<file path="src/rtl/secuenciador_general.sv">
// secuenciador_general: start sequencer and arbiter for NUM_CH sub-controllers.
// Picks the lowest-index pending request, issues a one-cycle one-hot start
// pulse, drives the address-mux select for that channel, waits for its done
// under a timeout watchdog, then holds the select for GAP settle cycles.
//
// Ports:
//   i_clk      system clock
//   i_reset    asynchronous, active-high reset
//   i_en       permits new transactions to start
//   i_req      per-channel start request (pulse or level)
//   i_done     per-channel completion pulse
//   i_err_clr  clears the sticky timeout flags
//   o_inicio   registered one-hot start pulse
//   o_dir_sel  registered address-mux select
//   o_busy     high whenever the sequencer is not idle
//   o_err      sticky per-channel timeout flags
//   o_ch_act   index of the current or last launched channel
module secuenciador_general #(
  parameter int unsigned             NUM_CH    = 3,
  parameter int unsigned             SEL_W     = 2,
  parameter logic [NUM_CH*SEL_W-1:0] DIR_MAP   = {2'b00, 2'b01, 2'b10},
  parameter logic [SEL_W-1:0]        IDLE_SEL  = 2'b11,
  parameter int unsigned             TIMEOUT   = 1023,
  parameter int unsigned             TO_W      = 10,
  parameter int unsigned             GAP       = 2,
  parameter bit                      AUTO_INIT = 1'b1,
  localparam int unsigned            CH_W      = (NUM_CH > 1) ? $clog2(NUM_CH) : 1
) (
  input  logic              i_clk,
  input  logic              i_reset,
  input  logic              i_en,
  input  logic [NUM_CH-1:0] i_req,
  input  logic [NUM_CH-1:0] i_done,
  input  logic              i_err_clr,
  output logic [NUM_CH-1:0] o_inicio,
  output logic [SEL_W-1:0]  o_dir_sel,
  output logic              o_busy,
  output logic [NUM_CH-1:0] o_err,
  output logic [CH_W-1:0]   o_ch_act
);

  localparam logic [1:0] StIdle  = 2'd0;
  localparam logic [1:0] StStart = 2'd1;
  localparam logic [1:0] StWait  = 2'd2;
  localparam logic [1:0] StHold  = 2'd3;

  localparam int unsigned      GAP_W   = (GAP > 1) ? $clog2(GAP) : 1;
  localparam logic [TO_W-1:0]  ToLast  = TO_W'(TIMEOUT - 1);
  localparam logic [GAP_W-1:0] GapLast = GAP_W'((GAP > 0) ? GAP - 1 : 0);

  logic [1:0]        r_state, w_state_d;
  logic [NUM_CH-1:0] r_inicio, w_inicio_d;
  logic [SEL_W-1:0]  r_dir_sel, w_dir_sel_d;
  logic [NUM_CH-1:0] r_err, w_err_d;
  logic [CH_W-1:0]   r_ch_act, w_ch_act_d;
  logic [NUM_CH-1:0] r_pend, w_pend_d;
  logic [TO_W-1:0]   r_to_cnt, w_to_cnt_d;
  logic [GAP_W-1:0]  r_gap_cnt, w_gap_cnt_d;

  logic [NUM_CH-1:0] w_cand;
  logic [CH_W-1:0]   w_win;
  logic [NUM_CH-1:0] w_win_oh;
  logic              w_launch;
  logic              w_exit;

  // Fixed-priority arbitration: scanning downwards leaves the lowest set index.
  always_comb begin
    w_cand = r_pend | i_req;
    w_win  = '0;
    for (int k = NUM_CH - 1; k >= 0; k--) begin
      if (w_cand[k]) w_win = CH_W'(k);
    end
    for (int k = 0; k < NUM_CH; k++) begin
      w_win_oh[k] = (w_win == CH_W'(k));
    end
    w_launch = (r_state == StIdle) && i_en && (|w_cand);
  end

  always_comb begin
    w_state_d   = r_state;
    w_inicio_d  = '0;
    w_dir_sel_d = r_dir_sel;
    w_ch_act_d  = r_ch_act;
    w_to_cnt_d  = r_to_cnt;
    w_gap_cnt_d = r_gap_cnt;
    w_err_d     = i_err_clr ? '0 : r_err;
    // A request seen while busy stays queued; one seen on the launch edge is absorbed.
    w_pend_d    = r_pend | i_req;
    w_exit      = 1'b0;

    case (r_state)
      StIdle: begin
        w_dir_sel_d = IDLE_SEL;
        if (w_launch) begin
          w_ch_act_d  = w_win;
          w_dir_sel_d = DIR_MAP[w_win*SEL_W +: SEL_W];
          w_inicio_d  = w_win_oh;
          w_pend_d    = w_cand & ~w_win_oh;
          w_state_d   = StStart;
        end
      end
      StStart: begin
        w_to_cnt_d = '0;
        w_state_d  = StWait;
      end
      StWait: begin
        if (i_done[r_ch_act]) begin
          w_exit = 1'b1;
        end else if (r_to_cnt == ToLast) begin
          // Set takes priority over a simultaneous err_clr.
          w_err_d[r_ch_act] = 1'b1;
          w_exit            = 1'b1;
        end else begin
          w_to_cnt_d = r_to_cnt + 1'b1;
        end
        if (w_exit) begin
          if (GAP == 0) begin
            w_state_d   = StIdle;
            w_dir_sel_d = IDLE_SEL;
          end else begin
            w_state_d   = StHold;
            w_gap_cnt_d = '0;
          end
        end
      end
      StHold: begin
        if (r_gap_cnt == GapLast) begin
          w_state_d   = StIdle;
          w_dir_sel_d = IDLE_SEL;
        end else begin
          w_gap_cnt_d = r_gap_cnt + 1'b1;
        end
      end
      default: begin
        w_state_d   = StIdle;
        w_dir_sel_d = IDLE_SEL;
      end
    endcase
  end

  always_ff @(posedge i_clk or posedge i_reset) begin
    if (i_reset) begin
      r_state   <= StIdle;
      r_inicio  <= '0;
      r_dir_sel <= IDLE_SEL;
      r_err     <= '0;
      r_ch_act  <= '0;
      r_pend    <= NUM_CH'(AUTO_INIT);
      r_to_cnt  <= '0;
      r_gap_cnt <= '0;
    end else begin
      r_state   <= w_state_d;
      r_inicio  <= w_inicio_d;
      r_dir_sel <= w_dir_sel_d;
      r_err     <= w_err_d;
      r_ch_act  <= w_ch_act_d;
      r_pend    <= w_pend_d;
      r_to_cnt  <= w_to_cnt_d;
      r_gap_cnt <= w_gap_cnt_d;
    end
  end

  assign o_inicio  = r_inicio;
  assign o_dir_sel = r_dir_sel;
  assign o_busy    = (r_state != StIdle);
  assign o_err     = r_err;
  assign o_ch_act  = r_ch_act;

endmodule

</file>
<file path="config.mk">
export PLATFORM = sky130hd
export DESIGN_NAME = secuenciador_general
export DESIGN_NICKNAME = d
export VERILOG_FILES = /design/src/rtl/secuenciador_general.sv
export SDC_FILE = /design/constraint.sdc
export NUM_CORES = 1
export LEC_CHECK = 0
export BUFFER_PORTS_ARGS = -buffer_cell sky130_fd_sc_hd__buf_2
export CORE_ASPECT_RATIO = 0.8
export CORE_MARGIN = 10
export CORE_UTILIZATION = 32
export CTS_BUF_LIST = sky130_fd_sc_hd__clkbuf_8 sky130_fd_sc_hd__clkbuf_16
export DETAILED_ROUTE_END_ITERATION = 10
export PLACE_DENSITY = 0.56
export SYNTH_ARGS = -nofsm -noshare
export SYNTH_HDL_FRONTEND = slang
export SYNTH_SLANG_ARGS = --single-unit
export TNS_END_PERCENT = 10
</file>
<file path="constraint.sdc">
create_clock -name i_clk -period 1.87 [get_ports i_clk]
set_clock_uncertainty 0.15 [all_clocks]
set_input_delay 0.2805 -clock i_clk [delete_from_list [all_inputs] [get_ports i_clk]]
set_output_delay 0.2805 -clock i_clk [all_outputs]
set_load 0.01 [all_outputs]
</file>
==> metrics.md, run 1 <==
| Metric | Value |
|---|---|
| Crit end category | flip-flop |
| Clock slew at reported path FFs | 90 ps |
| Hold Startpoint | i_err_clr |
| TritonCTS Buffers | 3 |
| Level count of the clock H-tree | 1 |
| IO buf count | 20 |
| Worst hold-check path type | in -> reg |
| DR pass1 iterations | 4 |
| Mapped cell area | 0.00142 mm2 |
| Max Cap Viol | 0 |
| Vias in the first global route | 1207 |
| Crit-path max FO | 7 |
| First DRT Iteration DRCs | 49 |
| Clock Path Buffers | 2 |
| Layout fillers | 418 |
| Largest net degree at the start of global routing | 21 |
| Slew @ Worst Pin | 279 ps |
| Antenna violations before repair | 0 |
| Synth area leaders | dfrtp_1, ha_1, dfstp_2 |
| DR vias | 1213 |
| Min-Delay Endpoint | o_err[0] |
| Register area share after synthesis | 46.1% |
| Area growth, synth to finish | 34.4% |
| Delay-heaviest family, CP | simple AND/OR/NAND/NOR gates |
| Synth top area share | 40.5% |
| Setup Viol. Count Final | 1 |
| Nets@finish | 206 |
| RSZ-0062 raised after global routing | true |
| Total power | 2.33 mW |
| Worst vdd ir | 0.620 mV |
| Post-Layout Inst Area | 0.00191 mm2 |
| Fraction of the cycle the final worst path needs | 100% |
| Area of placed instances | 0.00180 mm2 |
| Relative slew slack | 81.2% |
| DIE AREA | 0.00752 mm2 |
| Multi-input logic area | 757 um2 |
| Remaining DRCs | 0 |
| Top_reg_cell synth | dfrtp_1 |
| Core Area | 0.00423 mm2 |
| Final WS setup | -0.204 ps |
| Synth area leader | dfrtp_1 |
| Register bit total from synthesis | 26 |
| Routed length per placed instance | 13.9 um |
| Post-synthesis instance total | 135 |
| Die Span Y | 79.6 um |
| Share of cells above drive strength 1 | 41.5% |
| First-pass GRT wire length | 5690 um |
| CTS tree | yes |
| Post-Syn Nets | 152 |
| Fmax | 535 MHz |
| Register area | 656 um2 |
| Reg2Reg Launch Point | o_ch_act[0] |
| Fin. max-slew vios | 0 |
| Crit path launch | o_ch_act[0] |
| Clock Latency Late Sink | 270 ps |
| Number of flops mapped to enable cells by yosys | 0 |
| Synth Warn # | 0 |
| Post-route ant nets | 0 |
| Initial Util | 33.6% |
| CTS sink cnt | 26 |
| Critical Path AT | 1880 ps |
| WP data required | 1880 ps |
| Final hold vios | 0 |
| Pleak | 0.961 nW |
| Failing checks | negative setup slack |
| Grt total ovfl | 0 |
| Syn avg cell area | 10.5 um2 |
| CP Cell Sequence | mux2i_2 > o211ai_2 > or2_4 > and2b_1 > a221o_1 |
| Die W | 94.5 um |
| RR Endpoint | r_to_cnt[3] |
| Power density cells | 1220 mW/mm2 |
| Final WL | 3410 um |
| Crit path buf inv count | 0 |
| # IOs | 21 |
| CP Launch Type | flip-flop |
| Vias per inst | 4.95 |
| Cells on worst reg2reg path | 5 |
| Clk Tree Root Cell | clkbuf_8 |
| Distinct cells, synth | 43 |
| Placement row count | 21 |
| Slowest CP cell | dfrtp_2 |
| R2R setup slack | -0.2 ps |
| Slowest stage delay, CP | 410 ps |
| Final Core Density | 45.1% |
| Run status | finished, violations left |
| WHS Path Cells | 2 |
| Final Critical Period | 1870 ps |
| GRT Total Usage | 9.30% |
| Fin Setup TNS | -0.204 ps |
| Antenna Cells | 0 |
| Post-DP HPWL | 2710 um |
| Synth async-reset ratio | 100% |
| CP Class | reg -> reg |
| Placer Congestion | 0.821 |
[per-stage QoR]
stage / cells / hold WS, ps / setup slack, ps
CTS: 245 / 43.6 / -15.5
floorplan: 135 / 168 / -16.4
global route: 245 / 51.9 / -68.6
finish: 245 / 53.2 / -0.204
global placement: 239 / 62.6 / -53.7
detailed placement: 239 / 75.7 / -125
[Yosys cell counts, types with 2 or more instances]
library cell	count
a21oi_1	6
nor3_1	3
nand2b_1	4
a22o_1	2
o21ai_0	7
dfstp_2	3
ha_1	7
a21o_1	3
mux2i_1	3
nor2_1	15
and3_1	5
or2_2	2
inv_1	7
buf_6	2
dfrtp_1	23
nand3_1	6
nor4_1	2
o22a_1	3
nand2_1	6
a211o_1	2
o311a_1	2
[registers in the layout, indices dropped and copies added, names as in the netlist]
register   flops
r_pend         3
o_err          3
o_inicio       3
r_to_cnt      10
r_state        2
o_ch_act       2
r_gap_cnt      1
o_dir_sel      2
[logic make-up after synthesis]
family          count (synthesis)  synth area share, %
compound gates                 31                 17.0
buf+inv                        10                 3.70
flops                          26                 46.1
simple gates                   55                 22.5
mux                             5                 3.96
xor+xnor                        1                0.617
fa+ha+maj                       7                 6.17
[layer usage]
metal / vias up / wire (um) / track usage [%]
li1: 595 / - / -
met1: 596 / 1560 / 11.6
met2: 18 / 1680 / 15.1
met3: 4 / 134 / 2.73
met4: 0 / 38 / 2.84
met5: - / 0 / 0
[repair_timing]
action | CTS | global route
hold buffers | 1 | 0
setup endpoints to repair | 10 | 7
hold endpoints to repair | 6 | 0
gates cloned | 0 | 0
pin swaps | 0 | 0
setup buffers | 1 | 0
gates resized for setup | 3 | 6
[worst max path at each step]
| stage | end | slack [ps] | cells past startpoint |
|---|---|---|---|
| after global routing | r_to_cnt[6] | -70 | 5 |
| after CTS | r_to_cnt[3] | -20 | 5 |
| after global placement | r_to_cnt[3] | -50 | 5 |
| final | r_to_cnt[3] | -0.2 | 5 |
| after floorplan | r_to_cnt[3] | -20 | 7 |
| after detailed placement | r_to_cnt[3] | -120 | 5 |
[power by group]
| part | leakage, nW | internal (mW) | switching [mW] |
|---|---|---|---|
| Combinational | 0.604 | 0.595 | 0.591 |
| Sequential | 0.328 | 0.695 | 0.0786 |
| Clock | 0.0288 | 0.188 | 0.177 |
| Total | 0.961 | 1.48 | 0.847 |
[final cells by class]
class / instances / share of cell area, %
multi-input combinational: 99 / 39.7
sequential: 26 / 34.4
timing repair buffer: 52 / 18.0
tap: 57 / 3.74
clock buffer: 4 / 2.89
inverter: 7 / 1.38
[placed cells by master (no fill, tap or decap), types with 2 or more instances in the layout]
master,count
mux2_4,2
clkbuf_8,4
nor3_1,3
a21o_1,3
buf_4,31
mux2i_1,2
dfstp_2,3
nand2_1,5
or2_2,2
and3_1,5
nor2_1,15
a21oi_1,6
nand2b_1,3
ha_2,2
nand3_1,6
buf_2,20
dfrtp_1,22
a211o_1,2
a22o_1,2
o311a_1,2
nor4_2,2
inv_1,7
o22a_1,3
o21ai_0,6
ha_1,5
Note: power is estimated with default switching activity, not from simulation.
==> run 2, diff against run 1 <==
Settings changed: RECOVER_POWER from default to 25.
==> metrics.md, run 2 (synthesis results as in run 1) <==
| Metric | Value |
|---|---|
| Die Span Y | 79.6 um (unchanged) |
| Slowest stage delay, CP | 410 ps (about the same) |
| Setup Viol. Count Final | 0 (was 1) |
| Total power | 2.32 mW (was 2.33 mW) |
| CP Cell Sequence | mux2i_2 > o211ai_2 > or2_4 > and2b_1 > a221o_1 (unchanged) |
| First DRT Iteration DRCs | 49 (unchanged) |
| Most flops, register | r_to_cnt (unchanged) |
| Post-Layout Cell Count | 245 (unchanged) |
| Placer Congestion | 0.821 (unchanged) |
| Run status | finished clean (was finished, violations left) |
| Hold Startpoint | i_err_clr (unchanged) |
| RSZ-0062 raised after global routing | true (unchanged) |
| GRT Total Usage | 9.30% (unchanged) |
| Met1 wire length | 1550 um (was 1560 um) |
| CTS sink cnt | 26 (unchanged) |
| Vias per inst | 4.92 (was 4.95) |
| CP Class | reg -> reg (unchanged) |
| Final Critical Period | 1870 ps (about the same) |
| Relative slew slack | 65.7% (was 81.2%) |
| Clock slew at reported path FFs | 90 ps (about the same) |
| Level count of the clock H-tree | 1 (unchanged) |
| Die W | 94.5 um (unchanged) |
| Min-Delay Endpoint | o_err[0] (unchanged) |
| Power density cells | 1220 mW/mm2 (about the same) |
| Fin Setup TNS | 0 ps (was -0.204 ps) |
| Crit-path max FO | 7 (unchanged) |
| WP data required | 1890 ps (was 1880 ps) |
| Largest net degree at the start of global routing | 21 (unchanged) |
| Most frequent cells in the layout | buf_4, dfrtp_1, nor2_1, buf_2, inv_1 (was buf_4, dfrtp_1, buf_2) |
| Grt total ovfl | 0 (unchanged) |
| Final hold vios | 0 (unchanged) |
| Crit end category | flip-flop (unchanged) |
| Fmax | 535 MHz (about the same) |
| Critical Path AT | 1890 ps (was 1880 ps) |
| Area growth, synth to finish | 33.7% (was 34.4%) |
| Initial Util | 33.6% (unchanged) |
| Crit path launch | o_ch_act[0] (unchanged) |
| DR vias | 1206 (was 1213) |
| Core Area | 0.00423 mm2 (unchanged) |
| WL met3 | 128 um (was 134 um) |
| RR Endpoint | r_to_cnt[3] (unchanged) |
| Clk Tree Root Cell | clkbuf_8 (unchanged) |
| DR pass1 iterations | 4 (unchanged) |
| Slowest CP cell | dfrtp_2 (unchanged) |
| Antenna violations before repair | 0 (unchanged) |
| Worst hold-check path type | in -> reg (unchanged) |
| CP Launch Type | flip-flop (unchanged) |
| TritonCTS Buffers | 3 (unchanged) |
| Pleak | 0.939 nW (was 0.961 nW) |
| Cells on worst reg2reg path | 5 (unchanged) |
| Vias in the first global route | 1207 (unchanged) |
| First-pass GRT wire length | 5690 um (unchanged) |
| Clock Path Buffers | 2 (unchanged) |
| CTS tree | yes (unchanged) |
| Fin. max-slew vios | 0 (unchanged) |
| DR top layer | met4 (unchanged) |
| Post-route ant nets | 0 (unchanged) |
| Final WL | 3400 um (was 3410 um) |
| R2R setup slack | 0.4 ps (was -0.2 ps) |
| Antenna Cells | 0 (unchanged) |
| Crit path buf inv count | 0 (unchanged) |
| Slew @ Worst Pin | 514 ps (was 279 ps) |
| Routed length per placed instance | 13.9 um (about the same) |
| Share of cells above drive strength 1 | 38.8% (was 41.5%) |
| Delay-heaviest family, CP | simple AND/OR/NAND/NOR gates (unchanged) |
| Fraction of the cycle the final worst path needs | 100% (about the same) |
| Met2 WL post-DR | 1680 um (about the same) |
| DIE AREA | 0.00752 mm2 (unchanged) |
| Hold Slack | 55.0 ps (was 53.2 ps) |
| Post-DP HPWL | 2710 um (unchanged) |
| Nets@finish | 206 (unchanged) |
| Remaining DRCs | 0 (unchanged) |
| # IOs | 21 (unchanged) |
| Largest register FFs | 10 (unchanged) |
| WHS Path Cells | 2 (unchanged) |
| Worst vdd ir | 0.614 mV (was 0.620 mV) |
| DP Cell Count | 239 (unchanged) |
| Most common cell after layout, fill and taps aside | buf_4 (unchanged) |
| Clock Latency Late Sink | 270 ps (about the same) |
| Max Cap Viol | 0 (unchanged) |
| Reg2Reg Launch Point | o_ch_act[0] (unchanged) |
| IO buf count | 20 (unchanged) |
| Placement row count | 21 (unchanged) |
[run 2: cell count changes in the layout (fill, tap and decap cells not counted), sizes merged]
cell | previous run | this run
buf | 51 | 45
clkbuf | 4 | 10
[run 2: area by class of cell]
class | instances | area [um2]
clock buffer | 4 | 55.1
fill | 424 | 2330
inverter | 7 | 26.3
multi-input combinational | 99 | 757
sequential | 26 | 656
tap | 57 | 71.3
timing repair buffer | 52 | 334
[run 2: per-layer routing]
layer,track usage (%),vias up
met5,0,-
met1,11.6,590
li1,-,594
met2,15.1,18
met4,2.84,0
met3,2.73,4
[run 2: how the worst max path moves through the flow]
stage / slack (ps) / cells after the start / end
6_report: 0.4 / 5 / r_to_cnt[3]
3_3_place_gp: -50 / 5 / r_to_cnt[3]
5_1_grt: -70 / 5 / r_to_cnt[6]
2_1_floorplan: -20 / 7 / r_to_cnt[3]
4_1_cts: -20 / 5 / r_to_cnt[3]
3_5_place_dp: -120 / 5 / r_to_cnt[3]
[run 2: timing repair]
item	in CTS	in global routing
hold buffers	1	0
gates cloned	0	0
setup buffers	1	0
setup endpoints to repair	10	7
resized for setup	3	6
endpoints found under the hold margin	6	0
[run 2: worst reg2reg max path: cells and delay by family (launching register included)]
kind,cells,cell delay (ps)
and+or+nand+nor,2,520
muxes,1,270
DFF,1,410
AOI/OAI and AO/OA,2,420
[run 2: through the flow]
step	worst slack, ps	util (%)	instance area, um2
after floorplan	-16.4	-	1430
after global placement	-53.7	42.6	1800
after detailed placement	-125	42.6	1800
after CTS	-15.5	44.5	1880
after global routing	-68.6	44.9	1900
final	0.434	44.9	1900
[run 2: power by group]
group	internal, mW	switching, mW	total [mW]
Sequential	0.695	0.0785	0.773
Combinational	0.592	0.591	1.18
Clock	0.188	0.179	0.368
Total	1.48	0.849	2.32
==> run 3, diff against run 2 <==
Settings changed: RECOVER_POWER 25 to 100.
==> metrics.md, run 3 (synthesis results as in run 1) <==
| Metric | Value |
|---|---|
| Run status | finished, violations left (was finished clean) |
| Failing checks | negative setup slack |
| Reg2Reg Launch Point | o_ch_act[0] (unchanged) |
| WHS Path Cells | 2 (unchanged) |
| First-pass GRT wire length | 5690 um (unchanged) |
| Final hold vios | 0 (unchanged) |
| Fmax | 534 MHz (was 535 MHz) |
| DIE AREA | 0.00752 mm2 (unchanged) |
| Vias per inst | 4.94 (was 4.92) |
| Placer Congestion | 0.821 (unchanged) |
| Vias in the first global route | 1207 (unchanged) |
| Power density cells | 1220 mW/mm2 (about the same) |
| Routed length per placed instance | 13.9 um (about the same) |
| Most frequent cells in the layout | buf_4, dfrtp_1, nor2_1 (was buf_4, dfrtp_1, nor2_1, buf_2, inv_1) |
| Post-DP HPWL | 2710 um (unchanged) |
| GRT Total Usage | 9.30% (unchanged) |
| Min-Delay Endpoint | o_err[0] (unchanged) |
| Placement row count | 21 (unchanged) |
| Die W | 94.5 um (unchanged) |
| Grt total ovfl | 0 (unchanged) |
| Remaining DRCs | 0 (unchanged) |
| Final WL | 3410 um (was 3400 um) |
| Worst vdd ir | 0.614 mV (about the same) |
| DR pass1 iterations | 4 (unchanged) |
| Fin. max-slew vios | 0 (unchanged) |
| R2R setup slack | -1 ps (was 0.4 ps) |
| Hold Startpoint | i_err_clr (unchanged) |
| Slowest CP cell | dfrtp_2 (unchanged) |
| Area of placed instances | 0.00180 mm2 (unchanged) |
| Cells on worst reg2reg path | 5 (unchanged) |
| Nets@finish | 206 (unchanged) |
| IO buf count | 20 (unchanged) |
| Final WS setup | -1.09 ps (was 0.434 ps) |
| Post-Layout Inst Area | 0.00190 mm2 (about the same) |
| Hold Slack | 54.3 ps (was 55.0 ps) |
| RSZ-0062 raised after global routing | true (unchanged) |
| CP Launch Type | flip-flop (unchanged) |
| Clock slew at reported path FFs | 90 ps (about the same) |
| Total power | 2.32 mW (about the same) |
| Slew @ Worst Pin | 513 ps (was 514 ps) |
| RR Endpoint | r_to_cnt[3] (unchanged) |
| Register area | 656 um2 (unchanged) |
| Antenna Cells | 0 (unchanged) |
| Max Cap Viol | 0 (unchanged) |
| Die Span Y | 79.6 um (unchanged) |
| Worst hold-check path type | in -> reg (unchanged) |
| TritonCTS Buffers | 3 (unchanged) |
| Layout fillers | 426 (was 424) |
| Area growth, synth to finish | 33.6% (was 33.7%) |
| CTS tree | yes (unchanged) |
| First DRT Iteration DRCs | 49 (unchanged) |
| Largest register FFs | 10 (unchanged) |
| DR vias | 1210 (was 1206) |
| Clock Latency Late Sink | 270 ps (about the same) |
| CP Cell Sequence | mux2i_2 > o211ai_2 > or2_4 > and2b_1 > a221o_1 (unchanged) |
| CP Class | reg -> reg (unchanged) |
| Antenna violations before repair | 0 (unchanged) |
| CTS sink cnt | 26 (unchanged) |
| Clock Path Buffers | 2 (unchanged) |
| Pleak | 0.928 nW (was 0.939 nW) |
| # IOs | 21 (unchanged) |
| Critical Path AT | 1890 ps (about the same) |
| Post-route ant nets | 0 (unchanged) |
| Fraction of the cycle the final worst path needs | 100% (about the same) |
| Most flops, register | r_to_cnt (unchanged) |
| Relative slew slack | 65.8% (was 65.7%) |
| Clk Tree Root Cell | clkbuf_8 (unchanged) |
| Crit end category | flip-flop (unchanged) |
| Level count of the clock H-tree | 1 (unchanged) |
| Fin Setup TNS | -1.09 ps (was 0 ps) |
| Slowest stage delay, CP | 410 ps (about the same) |
| WP data required | 1890 ps (about the same) |
| Multi-input logic area | 757 um2 (unchanged) |
| Most common cell after layout, fill and taps aside | buf_4 (unchanged) |
| Setup Viol. Count Final | 1 (was 0) |
| Core Area | 0.00423 mm2 (unchanged) |
| Final Critical Period | 1870 ps (about the same) |
| Crit-path max FO | 7 (unchanged) |
| Largest net degree at the start of global routing | 21 (unchanged) |
| Share of cells above drive strength 1 | 36.7% (was 38.8%) |
| Initial Util | 33.6% (unchanged) |
-- run 3: cell count changes in the layout (fill, tap and decap cells not counted) --
cell,delta
clkbuf_1,+2
buf_2,-2
dfstp_1,+2
dfstp_2,-2
-- run 3: worst max path at each step --
stage	start	cells after the start	to	slack (ps)
after floorplan	r_state[0]	7	r_to_cnt[3]	-20
after global placement	o_ch_act[0]	5	r_to_cnt[3]	-50
after detailed placement	o_ch_act[0]	5	r_to_cnt[3]	-120
after CTS	o_ch_act[0]	5	r_to_cnt[3]	-20
after global routing	o_ch_act[0]	5	r_to_cnt[6]	-70
final	o_ch_act[0]	5	r_to_cnt[3]	-1
-- run 3: critical path: cells and delay by family, from the launching register on --
family / cells / cell delay [ps]
simple gates: 2 / 520
mux: 1 / 270
compound gates: 2 / 420
flops: 1 / 410
-- run 3: report_power, final --
group,switching (mW),internal [mW]
Sequential,0.0786,0.691
Combinational,0.592,0.590
Clock,0.180,0.188
Total,0.850,1.47
-- run 3: what timing repair did --
action                     CTS  global route
gates resized for setup      3             6
setup endpoints to repair   10             7
setup buffers                1             0
hold buffers                 1             0
hold endpoints to repair     6             0
-- run 3: per-stage QoR --
| step | utilization (%) | worst slack [ps] | instances |
|---|---|---|---|
| 2_1_floorplan | - | -16.4 | 135 |
| 5_1_grt | 44.8 | -68.6 | 245 |
| 4_1_cts | 44.5 | -15.5 | 245 |
| 6_report | 44.8 | -1.09 | 245 |
| 3_5_place_dp | 42.6 | -125 | 239 |
| 3_3_place_gp | 42.6 | -53.7 | 239 |
-- run 3: cell type report --
cell class	count	share of cell area [%]
Clock buffer	4	2.90
Inverter	7	1.39
Multi-Input combinational cell	99	39.9
Sequential cell	26	34.6
Tap cell	57	3.76
Timing Repair Buffer	52	17.5
-- run 3: routing by layer --
layer / part of all wire [%] / wire length (um) / global-route usage, %
met1: 45 / 1550 / 11.6
met3: 4.1 / 139 / 2.73
met5: 0 / 0 / 0
met2: 49 / 1680 / 15.1
met4: 1.1 / 38 / 2.84
